===== config.mk =====
export PLATFORM = sky130hd
export DESIGN_NAME = alu_wb_router_flat
export DESIGN_NICKNAME = d
export VERILOG_FILES = /design/src/rtl/alu_wb_router_pkg.sv /design/src/rtl/alu_wb_router_if.sv /design/src/rtl/alu_wb_router_wb_mem_timer.sv /design/src/rtl/alu_wb_router.sv /design/src/flat_wrapper.sv
export SDC_FILE = /design/constraint.sdc
export NUM_CORES = 1
export LEC_CHECK = 0
export CORE_MARGIN = 1.5
export CORE_UTILIZATION = 46
export DETAILED_ROUTE_END_ITERATION = 10
export PLACE_DENSITY = 0.89
export SETUP_SLACK_MARGIN = 0.3
export SYNTH_ARGS = -nofsm -noshare
export SYNTH_HDL_FRONTEND = slang
export SYNTH_HIERARCHICAL = 1
export SYNTH_SLANG_ARGS = --single-unit

===== constraint.sdc =====
create_clock -name clk -period 2.8 [get_ports clk]
set_input_delay 0.56 -clock clk [delete_from_list [all_inputs] [get_ports clk]]
set_output_delay 0.56 -clock clk [all_outputs]
set_load 0.05 [all_outputs]

===== src/rtl/alu_wb_router_pkg.sv =====
// alu_wb_router shared package
// select codes and FSM encodings
package alu_wb_router_pkg;

  localparam logic [3:0] WB_NOP  = 4'b0000;
  localparam logic [3:0] WB_REG  = 4'b0001;
  localparam logic [3:0] WB_PC   = 4'b0010;
  localparam logic [3:0] WB_SP   = 4'b0011;
  localparam logic [3:0] WB_MEM  = 4'b0100;
  localparam logic [3:0] WB_PUSH = 4'b0101;
  localparam logic [3:0] WB_POP  = 4'b0110;

  localparam logic [1:0] ST_IDLE  = 2'd0;
  localparam logic [1:0] ST_EXEC  = 2'd1;
  localparam logic [1:0] ST_MEM   = 2'd2;
  localparam logic [1:0] ST_SPUPD = 2'd3;

  function automatic logic wb_is_mem(
    input logic [3:0] sel
  );
    return (sel == WB_MEM) || (sel == WB_PUSH);
  endfunction

endpackage


===== src/rtl/alu_wb_router_if.sv =====
// alu_wb_router bus interface
// control/ALU side is master, router is slave
interface alu_wb_router_if #(
  parameter int DATA_W    = 16,
  parameter int REG_IDX_W = 3
);
  logic                 wb_valid;
  logic                 wb_ready;
  logic [3:0]           alu_out_sel;
  logic [DATA_W-1:0]    alu_result;
  logic [3:0]           alu_flags;
  logic                 flag_we;
  logic [REG_IDX_W-1:0] dr_idx;
  logic [DATA_W-1:0]    mem_addr_in;
  logic [DATA_W-1:0]    sp;
  logic                 rf_we;
  logic [REG_IDX_W-1:0] rf_waddr;
  logic [DATA_W-1:0]    rf_wdata;
  logic                 pc_we;
  logic [DATA_W-1:0]    pc_wdata;
  logic                 sp_we;
  logic [DATA_W-1:0]    sp_wdata;
  logic                 flags_we;
  logic [3:0]           flags_wdata;
  logic                 mem_wr_req;
  logic [DATA_W-1:0]    mem_addr;
  logic [DATA_W-1:0]    mem_wdata;
  logic                 mem_ack;
  logic                 wb_done;
  logic                 wb_err;

  modport master (
    output wb_valid, alu_out_sel, alu_result,
    output alu_flags, flag_we, dr_idx,
    output mem_addr_in, sp, mem_ack,
    input  wb_ready, rf_we, rf_waddr, rf_wdata,
    input  pc_we, pc_wdata, sp_we, sp_wdata,
    input  flags_we, flags_wdata,
    input  mem_wr_req, mem_addr, mem_wdata,
    input  wb_done, wb_err
  );

  modport slave (
    input  wb_valid, alu_out_sel, alu_result,
    input  alu_flags, flag_we, dr_idx,
    input  mem_addr_in, sp, mem_ack,
    output wb_ready, rf_we, rf_waddr, rf_wdata,
    output pc_we, pc_wdata, sp_we, sp_wdata,
    output flags_we, flags_wdata,
    output mem_wr_req, mem_addr, mem_wdata,
    output wb_done, wb_err
  );
endinterface


===== src/rtl/alu_wb_router_wb_mem_timer.sv =====
// wb_mem_timer: loadable down-counter
// expire_o flags the last allowed wait cycle
module wb_mem_timer #(
  parameter int unsigned MAX = 255
) (
  input  logic clk,
  input  logic rst_n,
  input  logic load_i,
  input  logic dec_i,
  output logic expire_o
);
  localparam int CW = (MAX > 0) ? $clog2(MAX + 1) : 1;

  logic [CW-1:0] cnt_q, cnt_d;

  // reload on accept, count down while waiting
  always_comb begin
    cnt_d = cnt_q;
    if (load_i)
      cnt_d = CW'(MAX);
    else if (dec_i && cnt_q != '0)
      cnt_d = cnt_q - CW'(1);
  end

  // counter register
  always_ff @(posedge clk or negedge rst_n) begin
    if (!rst_n) cnt_q <= '0;
    else        cnt_q <= cnt_d;
  end

  // MAX=0 loads zero, so this never fires
  assign expire_o = (cnt_q == CW'(1));
endmodule


===== src/rtl/alu_wb_router.sv =====
// alu_wb_router: routes ALU results to
// RF/PC/SP/flags/memory with push/pop
module alu_wb_router
  import alu_wb_router_pkg::*;
#(
  parameter int DATA_W      = 16,
  parameter int REG_IDX_W   = 3,
  parameter int MEM_TIMEOUT = 255
) (
  input logic          clk,
  input logic          rst_n,
  alu_wb_router_if.slave bus
);
  logic [1:0]           state_q, state_d;
  logic [3:0]           sel_q;
  logic [DATA_W-1:0]    res_q;
  logic [3:0]           flg_q;
  logic                 fwe_q;
  logic [REG_IDX_W-1:0] dr_q;
  logic [DATA_W-1:0]    addr_q;
  logic [DATA_W-1:0]    sp_q;

  logic accept, in_mem, ack, expire, tmo;

  assign accept = bus.wb_valid
                & (state_q == ST_IDLE);
  assign in_mem = (state_q == ST_MEM);
  assign ack    = in_mem & bus.mem_ack;
  assign tmo    = in_mem & ~bus.mem_ack
                & expire;

  wb_mem_timer #(
    .MAX (MEM_TIMEOUT)
  ) u_timer (
    .clk      (clk),
    .rst_n    (rst_n),
    .load_i   (accept),
    .dec_i    (in_mem & ~bus.mem_ack),
    .expire_o (expire)
  );

  // latch the request on accept
  always_ff @(posedge clk or negedge rst_n) begin
    if (!rst_n) begin
      sel_q  <= '0;
      res_q  <= '0;
      flg_q  <= '0;
      fwe_q  <= 1'b0;
      dr_q   <= '0;
      addr_q <= '0;
      sp_q   <= '0;
    end else if (accept) begin
      sel_q  <= bus.alu_out_sel;
      res_q  <= bus.alu_result;
      flg_q  <= bus.alu_flags;
      fwe_q  <= bus.flag_we;
      dr_q   <= bus.dr_idx;
      sp_q   <= bus.sp;
      addr_q <= (bus.alu_out_sel == WB_PUSH)
              ? bus.sp - DATA_W'(1)
              : bus.mem_addr_in;
    end
  end

  // next-state logic
  always_comb begin
    state_d = state_q;
    unique case (1'b1)
      (state_q == ST_IDLE):
        if (accept)
          state_d = wb_is_mem(bus.alu_out_sel)
                  ? ST_MEM : ST_EXEC;
      (state_q == ST_MEM):
        if (ack)
          state_d = (sel_q == WB_PUSH)
                  ? ST_SPUPD : ST_IDLE;
        else if (tmo)
          state_d = ST_IDLE;
      default:
        state_d = ST_IDLE;
    endcase
  end

  // state register
  always_ff @(posedge clk or negedge rst_n) begin
    if (!rst_n) state_q <= ST_IDLE;
    else        state_q <= state_d;
  end

  // output decode
  always_comb begin
    bus.wb_ready    = (state_q == ST_IDLE);
    bus.rf_we       = 1'b0;
    bus.rf_waddr    = '0;
    bus.rf_wdata    = '0;
    bus.pc_we       = 1'b0;
    bus.pc_wdata    = '0;
    bus.sp_we       = 1'b0;
    bus.sp_wdata    = '0;
    bus.flags_we    = 1'b0;
    bus.flags_wdata = '0;
    bus.mem_wr_req  = 1'b0;
    bus.mem_addr    = '0;
    bus.mem_wdata   = '0;
    bus.wb_done     = 1'b0;
    bus.wb_err      = 1'b0;
    unique case (1'b1)
      (state_q == ST_EXEC): begin
        bus.wb_done = 1'b1;
        case (sel_q)
          WB_NOP: ;
          WB_REG: begin
            bus.rf_we    = 1'b1;
            bus.rf_waddr = dr_q;
            bus.rf_wdata = res_q;
          end
          WB_PC: begin
            bus.pc_we    = 1'b1;
            bus.pc_wdata = res_q;
          end
          WB_SP: begin
            bus.sp_we    = 1'b1;
            bus.sp_wdata = res_q;
          end
          WB_POP: begin
            bus.rf_we    = 1'b1;
            bus.rf_waddr = dr_q;
            bus.rf_wdata = res_q;
            bus.sp_we    = 1'b1;
            bus.sp_wdata = sp_q + DATA_W'(1);
          end
          default: bus.wb_err = 1'b1;
        endcase
        bus.flags_we = fwe_q & ~bus.wb_err;
      end
      (state_q == ST_MEM): begin
        bus.mem_wr_req = 1'b1;
        bus.mem_addr   = addr_q;
        bus.mem_wdata  = res_q;
        if (ack && sel_q == WB_MEM) begin
          bus.wb_done  = 1'b1;
          bus.flags_we = fwe_q;
        end else if (tmo) begin
          bus.wb_done  = 1'b1;
          bus.wb_err   = 1'b1;
        end
      end
      (state_q == ST_SPUPD): begin
        bus.sp_we    = 1'b1;
        bus.sp_wdata = addr_q;
        bus.wb_done  = 1'b1;
        bus.flags_we = fwe_q;
      end
      default: ;
    endcase
    if (bus.flags_we)
      bus.flags_wdata = flg_q;
  end
endmodule


===== src/flat_wrapper.sv =====
// flat-port wrapper written by rule: the top's interface ports become plain ports
module alu_wb_router_flat import alu_wb_router_pkg::*;
#(
  parameter int DATA_W      = 16,
  parameter int REG_IDX_W   = 3,
  parameter int MEM_TIMEOUT = 255
)
  (clk, rst_n, bus_wb_valid, bus_alu_out_sel, bus_alu_result, bus_alu_flags, bus_flag_we, bus_dr_idx, bus_mem_addr_in, bus_sp, bus_mem_ack, bus_wb_ready, bus_rf_we, bus_rf_waddr, bus_rf_wdata, bus_pc_we, bus_pc_wdata, bus_sp_we, bus_sp_wdata, bus_flags_we, bus_flags_wdata, bus_mem_wr_req, bus_mem_addr, bus_mem_wdata, bus_wb_done, bus_wb_err);
  alu_wb_router_if #(.DATA_W(DATA_W), .REG_IDX_W(REG_IDX_W)) bus_i ();
  input logic clk;
  input logic rst_n;
  input wire logic [$bits(bus_i.wb_valid)-1:0] bus_wb_valid;
  input wire logic [$bits(bus_i.alu_out_sel)-1:0] bus_alu_out_sel;
  input wire logic [$bits(bus_i.alu_result)-1:0] bus_alu_result;
  input wire logic [$bits(bus_i.alu_flags)-1:0] bus_alu_flags;
  input wire logic [$bits(bus_i.flag_we)-1:0] bus_flag_we;
  input wire logic [$bits(bus_i.dr_idx)-1:0] bus_dr_idx;
  input wire logic [$bits(bus_i.mem_addr_in)-1:0] bus_mem_addr_in;
  input wire logic [$bits(bus_i.sp)-1:0] bus_sp;
  input wire logic [$bits(bus_i.mem_ack)-1:0] bus_mem_ack;
  output wire logic [$bits(bus_i.wb_ready)-1:0] bus_wb_ready;
  output wire logic [$bits(bus_i.rf_we)-1:0] bus_rf_we;
  output wire logic [$bits(bus_i.rf_waddr)-1:0] bus_rf_waddr;
  output wire logic [$bits(bus_i.rf_wdata)-1:0] bus_rf_wdata;
  output wire logic [$bits(bus_i.pc_we)-1:0] bus_pc_we;
  output wire logic [$bits(bus_i.pc_wdata)-1:0] bus_pc_wdata;
  output wire logic [$bits(bus_i.sp_we)-1:0] bus_sp_we;
  output wire logic [$bits(bus_i.sp_wdata)-1:0] bus_sp_wdata;
  output wire logic [$bits(bus_i.flags_we)-1:0] bus_flags_we;
  output wire logic [$bits(bus_i.flags_wdata)-1:0] bus_flags_wdata;
  output wire logic [$bits(bus_i.mem_wr_req)-1:0] bus_mem_wr_req;
  output wire logic [$bits(bus_i.mem_addr)-1:0] bus_mem_addr;
  output wire logic [$bits(bus_i.mem_wdata)-1:0] bus_mem_wdata;
  output wire logic [$bits(bus_i.wb_done)-1:0] bus_wb_done;
  output wire logic [$bits(bus_i.wb_err)-1:0] bus_wb_err;
  assign bus_i.wb_valid = bus_wb_valid;
  assign bus_i.alu_out_sel = bus_alu_out_sel;
  assign bus_i.alu_result = bus_alu_result;
  assign bus_i.alu_flags = bus_alu_flags;
  assign bus_i.flag_we = bus_flag_we;
  assign bus_i.dr_idx = bus_dr_idx;
  assign bus_i.mem_addr_in = bus_mem_addr_in;
  assign bus_i.sp = bus_sp;
  assign bus_i.mem_ack = bus_mem_ack;
  assign bus_wb_ready = bus_i.wb_ready;
  assign bus_rf_we = bus_i.rf_we;
  assign bus_rf_waddr = bus_i.rf_waddr;
  assign bus_rf_wdata = bus_i.rf_wdata;
  assign bus_pc_we = bus_i.pc_we;
  assign bus_pc_wdata = bus_i.pc_wdata;
  assign bus_sp_we = bus_i.sp_we;
  assign bus_sp_wdata = bus_i.sp_wdata;
  assign bus_flags_we = bus_i.flags_we;
  assign bus_flags_wdata = bus_i.flags_wdata;
  assign bus_mem_wr_req = bus_i.mem_wr_req;
  assign bus_mem_addr = bus_i.mem_addr;
  assign bus_mem_wdata = bus_i.mem_wdata;
  assign bus_wb_done = bus_i.wb_done;
  assign bus_wb_err = bus_i.wb_err;
  alu_wb_router #(.DATA_W(DATA_W), .REG_IDX_W(REG_IDX_W), .MEM_TIMEOUT(MEM_TIMEOUT)) u_core (.clk(clk), .rst_n(rst_n), .bus(bus_i));
endmodule

Word level (Yosys, flattened, before mapping)

Index checks and enable logic that the tools add are counted.

$add $sub $neg: 3
Reductions and logical operators: 12
Mux-type cells: 36
Bitwise gates (word level): 7
Equality and inequality tests: 14

Operators by type and width:

| cell                    | count |
|---|---|
| $mux W16                | 7 |
| $pmux W16 S2            | 2 |
| $eq A4 B3 Y1 const B    | 5 |
| $add A16 B1 Y16 const B | 1 |
| $mux W8                 | 2 |
| $sub A16 B1 Y16 const B | 1 |
| $mux W1                 | 12 |
| $mux W2                 | 5 |
| $eq A4 B2 Y1 const B    | 2 |
| $eq A8 B1 Y1 const B    | 1 |
| $reduce_bool A8 Y1      | 1 |
| $sub A8 B1 Y8 const B   | 1 |
| $mux W3                 | 2 |
| $pmux W1 S2             | 3 |
| $reduce_or A2 Y1        | 3 |
| $and A1 B1 Y1           | 5 |
| $reduce_or A5 Y1        | 1 |
| $eq A2 B2 Y1 const B    | 2 |
| $eq A4 B1 Y1 const B    | 1 |
| $logic_not A4 Y1        | 1 |
| $mux W4                 | 1 |
| $pmux W2 S2             | 1 |
| $ne A3 B3 Y1 const B    | 1 |
| $pmux W1 S3             | 1 |
| 8 further kinds         | 10 |

Logic and storage cells: 81
Output and inout port bits: 95
Bits of input ports: 64
Register bits: 70

Depth between registers and ports, before layout

Word-level depth: 8
Gate-level depth with buffers: 9
Mapped depth without buffers: 7

Cells and area by module

The synthesis kept the hierarchy.

Modules (own cells, without submodules):

| module        | instances | area an instance (µm²) | sequential area each (µm²) | cells each |
|---|---|---|---|---|
| alu_wb_router | 1         | 3,916.3                | 1,551.5                    | 509 |
| wb_mem_timer  | 1         | 505.5                  | 200.2                      | 53 |

Least setup slack after synthesis

Ideal clock, no wire load.

Path kind: reg2out
Start point: register u_core.state_q[0]
End point: output port bus_flags_wdata[0]
Path buffers: 0
Cell stages (with the launch flop): 8
Path slack: -0.567 ns
Data required time: 2.240 ns
Data arrival time: 2.807 ns
Path through: dfrtp_1 -> inv_1 -> ha_1 -> nand3b_1 -> nor2_1 -> o21ai_0 -> a21oi_1 -> and2_1

Word-level cells in the longest chain between the ends: 6
Elaborated cells on any way between the ends: 8
Those cells by class: 3 x eq/ne; 3 x mux; 1 x bitwise; 1 x reduce/logical

Ends and longest elaborated chain:

| item                   | line                                      | text |
|---|---|---|
| start, declared        | alu_wb_router.sv:14                       | `logic [1:0] state_q, state_d;` |
| start signal, assigned | alu_wb_router.sv:87                       | `else state_q <= state_d;` |
| $eq A2 B2 Y1           | alu_wb_router.sv:27, alu_wb_router.sv:136 |  |
| $and A1 B1 Y1          | alu_wb_router.sv:28                       | `assign ack = in_mem & bus.mem_ack;` |
| $logic_and A1 B1 Y1    | alu_wb_router.sv:140                      | `if (ack && sel_q == WB_MEM) begin` |
| $mux W1                | alu_wb_router.sv:140                      |  |
| $pmux W1 S3 (*)        | alu_wb_router.sv:107                      | `unique case (1'b1)` |
| via bus_flags_we       | flat_wrapper.sv:29                        | `output wire logic [$bits(bus_i.flags_we)-1:0] bus_flags_we;` |
| $mux W4 (*)            | alu_wb_router.sv:156                      | `if (bus.flags_we)` |
| end, declared          | flat_wrapper.sv:30                        | `output wire logic [$bits(bus_i.flags_wdata)-1:0] bus_flags_wdata;` |

Mark *: on every way through the listed nets, which the timed path passes. The rest lies on a longest branch.

Worst setup path after layout

Start point: register u_core.sp_q[1]
End point: output port bus_sp_wdata[9]

Word-level cells in the longest chain between the ends: 3

Ends and longest elaborated chain:

| item                   | line                 | text |
|---|---|---|
| start, declared        | alu_wb_router.sv:21  | `logic [DATA_W-1:0] sp_q;` |
| start signal, assigned | alu_wb_router.sv:58  | `sp_q <= bus.sp;` |
| $add A16 B1 Y16        | alu_wb_router.sv:130 | `bus.sp_wdata = sp_q + DATA_W'(1);` |
| $pmux W16 S2           | alu_wb_router.sv:110 | `case (sel_q)` |
| $pmux W16 S2           | alu_wb_router.sv:107 |  |
| end, declared          | flat_wrapper.sv:28   | `output wire logic [$bits(bus_i.sp_wdata)-1:0] bus_sp_wdata;` |

No other way between the ends.

==> impl_results.md <==
* Run status: finished, final reports clean
* RSZ-0062 raised after global routing: yes
* Input/output buffers at 158
* # clock sinks at 70
* R2r setup slk at around 530 ps
* Worst-path cell chain: nand2_1 > nor3_2 > and3_1 > xnor2_1 > o21ai_4 > buf_12
* R2R Path Start: u_core/state_q[1]
* HPWL after DPL at 11000 microns
* Post-synth EDFFs at 0
* Die Y at 101 microns
* Worst hold path type: in2async
* DRT antenna net count at 0
* Fill count at 440
* Post-place setup slack at 209 ps
* Final Cell Area at 7780 sq um
* Final setup viols at 0
* Max stage delay on crit path at roughly 510 ps
* Reg area at around 1800 sq um
* Max Fclk at 361 MHz
* Crit Path Category: reg2out
* Final setup margin at approximately 31 ps
* Required time of the critical path at 2240 ps
* Predominant post-synthesis flop cell: dfrtp_1
* Gr ovfl total at 0
* Async S/R FF share, synth at 100%
* Clock Path Buffers at 2
* Detailed Routing Iterations Pass 1 at 6
* Chip width at about 100 microns
* I/O Pins at approximately 160
* Crit-path leading delay family: simple AND/OR/NAND/NOR gates
* Post-synthesis sequential area ratio at between 30% and 40%
* Area of the multi-input gates at 2970 sq um
* Hold_buf cts at 0
* DRT Wirelength at 20700 microns
* Reg2reg path depth at 7
* CTS Buf Count at 9
* Syn Std Cell Area at 4420 sq um
* Initial core utilization at 47.6%
* Power, Total at roughly 7.4 mW
* CP bufs+invs at 1
* P&R area growth vs syn at 75.9%
* Final Slew Violations at 0
* Worst Setup End Kind: output port
* Ys Warns at 6
* Worst-Margin Slew at approximately 740 ps
* Final std cells w/o fill at 894
* Slew headroom at 50.5%
* First-pass GRT wire length at 25600 microns
* Clock slew at reported path FFs at 80 ps
* Synth unique cells at 46
* DRC at 0
* Slowest cell on the critical path: nor3_2
* Worst-path maximum fanout at 4
* Die area at 10200 sq um
* Worst r2r dst: u_core/u_timer/cnt_q[3]
* PD cells at 953 nW/um^2
* Root Driver: clkbuf_8
* Stages on worst setup path at 6
* Layout cells sized above 1 at 33.6%
* Max Cap Viol at 0
* Syn nets at 635
* WL/cell at 23.1 microns
* Nets at 833
* Final hold vios at 0
* Clk_lat worst skew at 360 ps
* Post-Syn Area per Cell at 7.87 sq um
* Post-placement cell count at 831
* Fin crit share at 98.9%
* Worst EP arrival at 2210 ps
* Std cell rows at 35
* Gr usage total at between 30% and 40%
* Clock period minus worst slack at 2770 ps
* Number of global-route vias before repair at between 4000 and 5000
* CTS tree: done
* Cell Area, Placed at 6720 sq um
* Peak supply drop at 0.000443 V
* Final TNS setup at 0 ps
* CTS HTree Levels at 3
* 1st-iter DRT viols at 781
* Post-Syn Instances at 562
* Vias after detailed routing at 5616
* Antenna violations before repair at 1
* CP Launch Type: flip-flop
* Static Leak at roughly 3.4 nW
* RD Place Congestion at 0.932
* Detailed-route vias per instance at 6.28
* Core area at 9280 sq um
* Antenna cells at 0
* Clock Skews at 10.8 ps
* Flops & latches, synth at 70
* Largest net degree at the start of global routing at 65
routing by layer:
layer	track usage, %	vias to the layer above	part of all wire (%)
met4	19.3	0	8.5
met3	7.21	186	12
met5	0	-	0
met1	39.1	2612	33
li1	-	2259	-
met2	54.4	559	46
kinds of logic after synthesis:
logic type | after synthesis | share of synthesized area (%)
DFF | 70 | 39.6
buffers and inverters | 39 | 3.34
xor gates and xnor gates | 25 | 4.95
muxes | 7 | 1.58
and+or+nand+nor | 325 | 36.5
AOI/OAI and AO/OA | 87 | 11.5
adders and majority gates | 9 | 2.55
Yosys cell counts (2+ instances only):
cell,count,area share [%]
a211oi_1,3,0.51
a21oi_1,15,1.7
a22oi_1,15,2.5
and2_1,73,10
and3_1,6,0.85
buf_1,2,0.17
clkbuf_1,24,2.0
dfrtp_1,70,40
ha_1,9,2.5
inv_1,12,1.0
mux2i_1,7,1.6
nand2_1,158,13
nand2b_1,6,0.85
nand3_1,9,1.0
nand3b_1,5,0.85
nand4_1,3,0.42
nor2_1,25,2.1
nor2b_1,10,1.4
nor3_1,9,1.0
nor3b_1,2,0.34
nor4_1,4,0.57
o211ai_1,4,0.68
o21ai_0,43,4.9
or3_1,3,0.42
xnor2_1,10,2.0
xor2_1,15,3.0
report_power, final:
group / switching (mW) / internal (mW)
Combinational: 2.61 / 1.70
Clock: 0.421 / 0.574
Sequential: 0.648 / 1.46
cell usage in the layout (no fill, tap or decap), drive strengths merged, types with 4 or more instances in the layout:
cell	instances
a22oi	15
ha	9
buf	150
nor2b	10
o211ai	4
o21ai	43
xnor2	10
and3	6
nand3	9
xor2	15
dfrtp	70
nand3b	5
nor2	25
nor3	10
nand2	159
inv	10
and2	73
nand2b	6
a21oi	15
clkdlybuf4s50	61
nor4	5
mux2i	7
clkbuf	13
per-stage QoR:
stage	hold WS [ps]	utilization [%]
3_3_place_gp	452	72.3
4_1_cts	280	79.3
2_1_floorplan	264	-
5_1_grt	294	83.8
3_5_place_dp	463	72.3
6_report	257	83.8
worst register-to-register path: stages, from the launching register on:
cell      delay, ps
dfrtp_1         400
buf_4           140
buf_4           110
ha_4            150
nor2b_2         290
or3b_2          540
a211oi_1        280
mux2i_1         260
repair_timing:
action / 4_1_cts / 5_1_grt
endpoints found under the setup margin: 57 / 61
endpoints found under the hold margin: 0 / 0
resized for setup: 55 / 69
pin swaps: 13 / 23
setup buffers: 28 / 14
cloned: 3 / 2
cell type report:
type	count	area share, %
well taps	129	2.08
clock buffers	13	2.17
multi-input cells	453	38.2
repair buffers	214	33.4
inverters	12	0.676
flip-flops and latches	70	22.6
clock inverters	3	0.837
worst max path at each step:
stage | from | to | slack, ps
finish | u_core/sp_q[1] | bus_sp_wdata[9] | 30
global route | u_core/state_q[1] | bus_sp_wdata[7] | 10
CTS | u_core/u_timer/cnt_q[2] | bus_wb_err | 160
detailed placement | u_core/u_timer/cnt_q[3] | bus_wb_done | 210
global placement | u_core/u_timer/cnt_q[3] | bus_wb_done | 220
floorplan | u_core/state_q[0] | bus_flags_wdata[0] | 120
state kept, by name (all words and copies together), names as in the netlist:
register              cells
u_core/fwe_q              1
u_core/dr_q               3
u_core/state_q            2
u_core/sel_q              4
u_core/res_q             16
u_core/addr_q            16
u_core/sp_q              16
u_core/u_timer/cnt_q      8
u_core/flg_q              4
Power figures use the tool's default switching activity.
